[src/rtl/lsh_seq.sv]
// Multi-cycle logical left shifter (SLL/SLLV) with valid/ready handshakes.
// Shifts the captured operand by up to STEP bits per clock, zero-filling from the LSB.
//
// state | meaning
// IDLE  | waiting for an operand; in_ready high
// SHIFT | applying up to STEP bits of shift per cycle
// DONE  | result held on res until out_ready
module lsh_seq #(
  parameter int STEP = 4
) (
  input  logic        clk,
  input  logic        rst_n,
  input  logic        flush,
  input  logic        in_valid,
  output logic        in_ready,
  input  logic [31:0] a,
  input  logic [31:0] shamt,
  output logic        out_valid,
  input  logic        out_ready,
  output logic [31:0] res,
  output logic        busy
);

  typedef enum logic [1:0] {IDLE, SHIFT, DONE} state_t;

  localparam logic [4:0] STEP_W = 5'(STEP);

  state_t      state;
  logic [31:0] acc;
  logic [4:0]  rem;
  logic        unused_shamt;

  assign unused_shamt = ^shamt[31:5];

  always_ff @(posedge clk or negedge rst_n) begin
    if (!rst_n) begin
      state <= IDLE;
      acc   <= '0;
      rem   <= '0;
    end else if (flush) begin
      // abort keeps acc so res does not glitch; only the control path is cleared
      state <= IDLE;
      rem   <= '0;
    end else begin
      case (state)
        IDLE: begin
          if (in_valid) begin
            acc   <= a;
            rem   <= shamt[4:0];
            state <= SHIFT;
          end
        end
        SHIFT: begin
          if (rem > STEP_W) begin
            acc <= acc << STEP;
            rem <= rem - STEP_W;
          end else begin
            acc   <= acc << rem;
            rem   <= '0;
            state <= DONE;
          end
        end
        DONE: begin
          if (out_ready) state <= IDLE;
        end
        default: state <= IDLE;
      endcase
    end
  end

  assign in_ready  = rst_n & (state == IDLE);
  assign out_valid = (state == DONE);
  assign busy      = (state != IDLE);
  assign res       = acc;

endmodule

[config.mk]
export PLATFORM = sky130hd
export DESIGN_NAME = lsh_seq
export DESIGN_NICKNAME = d
export VERILOG_FILES = /design/src/rtl/lsh_seq.sv
export SDC_FILE = /design/constraint.sdc
export NUM_CORES = 1
export LEC_CHECK = 0
export ABC_AREA = 1
export ABC_CLOCK_PERIOD_IN_PS = 2800
export CAP_MARGIN = 10
export CORE_ASPECT_RATIO = 0.8
export CORE_MARGIN = 4
export CORE_UTILIZATION = 53
export CTS_CLUSTER_DIAMETER = 200
export DETAILED_ROUTE_END_ITERATION = 10
export PLACE_DENSITY = 0.88
export SYNTH_ARGS = -nofsm -noshare
export SYNTH_HDL_FRONTEND = slang
export SYNTH_SLANG_ARGS = --single-unit
[constraint.sdc]
create_clock -name clk -period 2.8 [get_ports clk]
set_input_delay 0.84 -clock clk [delete_from_list [all_inputs] [get_ports clk]]
set_output_delay 0.84 -clock clk [all_outputs]
set_load 0.01 [all_outputs]
==> metrics.txt <==
post-synthesis async set-or-reset flop share 1.00; Crit Path Category input port to primary output; GP Congestion 0.912; Sink Count 39; Via Count 4,577; initial antenna violation count 0; Die H 82.3 um; Yosys warning total 0; post-route core utilization 0.697; final worst-path cycle share 0.884; CTS resizes 0; Hold Crit Depth 2; TritonRoute pass-1 iters 5; cts hold-fix bufs 0; top-count cell post-synth nand2_1; clock root cell clkbuf_8; Die W 101 um; post-synthesis cell count 643; CP cell instances buf_2 -> inv_1 -> nor2_1 -> clkdlybuf4s50_1; pin count of the biggest net entering global routing 46; Achievable Freq 0.404 GHz; Max Slew Vio Count 0; Post-DP HPWL 9240 um; Worst VDD drop 0.000645 V; Final setup viols 0; CTS tree done; register area share after synthesis 0.267; RR Startpoint rem[1]; status finished clean; Post-synth EDFFs 0; Setup TNS 0 ps; Fin Clk Skew 6.54 ps; drt total wl 12,600 um; sw frac 0.533; worst-path maximum fanout 2; pwr dens 1070 nW/um^2; first-pass GRT wire length 20,500 um; Net Count, Synth 715; Post-Syn Area 3650 um^2; initial drt markers 411; Synth Register Bits 39; CP startpoint kind input port; GRT overflow 0; crit path DAT 1640 ps; hold path startpoint res[31]; Net Switching 2.60 mW; placed instance count 781; DP Area 4480 um^2; fin crit period 2480 ps; total CTS buffers 5; main flop type after synthesis dfrtp_1; Synth top area share 0.267; Reg power frac 0.249; Worst R2R End res[19]; worst-case clock buffer depth 2; Core Rows 26; post-CTS setup buffers 0; Skew-Pair Late Insertion Delay 310 ps; H-tree depth 2; Hold EP res[31]; Via density 5.80; RSZ-0062 raised after global routing false; type of destination of the critical path primary output; synthesized area per cell 5.68 um^2; CP max stage delay 540 ps; I/O Buffers 76; drt wl/cell 16.0 um; clock-pin slew on the worst setup and hold paths 80 ps; Synth area leader dfrtp_1; Critical Path RT 1960 ps; R2R setup slack 580 ps; Detail Route Antenna Nets 0; Combinational Power Share 0.668; Post-synth top cells 256 x nand2_1, 104 x nand3_1, 71 x nor2_1; vias in the first global route 4,154; worst slew pin tran 700 ps; Multi-input gate area 2330 um^2; Leak Pwr 2.24 nW; Die Area 8300 um^2; crit path max-delay cell type clkdlybuf4s50_1; Residual DRC 0; Finished Cell Area 4560 um^2; top cells by area, synth dfrtp_1 27%, nand2_1 26%, nand3_1 14%; Fin. Hold Viols 0; initial core utilization 0.559; clock power share 0.083; hold crit path type flop to flop; max cap viols 0; core footprint 6540 um^2; Finished Layout Cells 789; relative slew slack 0.533; FF+latch area 976 um^2; NumNets Final 776; internal power 2.28 mW; fillers 609; Top Ports 104; Layout area overhead 24.8%; fraction of layout cells with a size suffix above 1 0.0539; ant diodes 0; post-synthesis cell type count 29; Reg2Reg Depth 10; Overall Global Routing Usage 0.315
-- power by group through the flow --
| stage | logic, mW | registers [mW] | clock network, mW |
|---|---|---|---|
| 5_1_grt | 3.61 | 1.26 | 0.427 |
| 4_1_cts | 3.22 | 1.20 | 0.407 |
| 2_1_floorplan | 2.01 | 1.17 | 0 |
| 3_3_place_gp | 3.14 | 1.21 | 0 |
| 6_report | 3.26 | 1.21 | 0.403 |
| 3_5_place_dp | 3.20 | 1.21 | 0 |
-- how the worst max path moves through the flow --
stage | endpoint | slack, ps | from | cells after the start
global placement | in_ready | 330 | rst_n | 4
detailed placement | in_ready | 320 | rst_n | 4
global route | in_ready | 290 | state[0] | 4
floorplan | in_ready | 930 | rst_n | 2
finish | in_ready | 320 | rst_n | 4
CTS | in_ready | 320 | rst_n | 4
-- registers in the layout, indices dropped and copies added (netlist names) --
name,flops
rem,5
state,2
res,32
-- worst max-delay path, delay by kind of cell --
family | cells | cell delay (ps)
simple gates | 1 | 90
buf+inv | 3 | 710
-- stage by stage --
step           setup slack, ps  hold slack, ps  total power [mW]
3_3_place_gp               329             515              4.35
6_report                   325             541              4.87
2_1_floorplan              929             544              3.18
4_1_cts                    323             544              4.83
3_5_place_dp               324             522              4.41
5_1_grt                    285             558              5.30
-- layer usage --
layer / up-vias / GRT usage / part of all wire
li1: 2200 / - / -
met1: 2098 / 0.442 / 0.43
met2: 255 / 0.500 / 0.45
met3: 24 / 0.0504 / 0.099
met4: 0 / 0.0956 / 0.019
met5: - / 0 / 0
-- cell type report --
type / count / area share
Multi-Input combinational cell: 523 / 0.512
Clock buffer: 6 / 0.0159
Clock inverter: 2 / 0.00274
Tap cell: 84 / 0.0230
Timing Repair Buffer: 91 / 0.196
Sequential cell: 39 / 0.214
Inverter: 44 / 0.0368
-- logic make-up (layout without fill, tap and decap cells) --
kind of cell               Yosys count  in the layout  share of synthesized area
adders and majority gates            3              3                     0.0103
buffers and inverters               81            143                     0.0965
xor gates and xnor gates             1              1                    0.00240
DFF                                 39             39                      0.267
AOI/OAI and AO/OA                   70             70                      0.107
and+or+nand+nor                    449            449                      0.516
-- layout by cell type (no fill, tap or decap), types with 3 or more instances in the layout --
master           count
a21oi_1             31
nand2_1            256
o21ai_1              5
inv_2                5
buf_4               13
ha_1                 3
o211ai_1            10
dfrtp_1             39
nor2_1              71
nand4_1              4
nand3b_1             4
a22oi_1              3
nand3_1            104
inv_1               38
nor2_2               3
o21ai_0             17
clkbuf_8             5
clkdlybuf4s50_1     75
(Power assumes the default switching activity.)
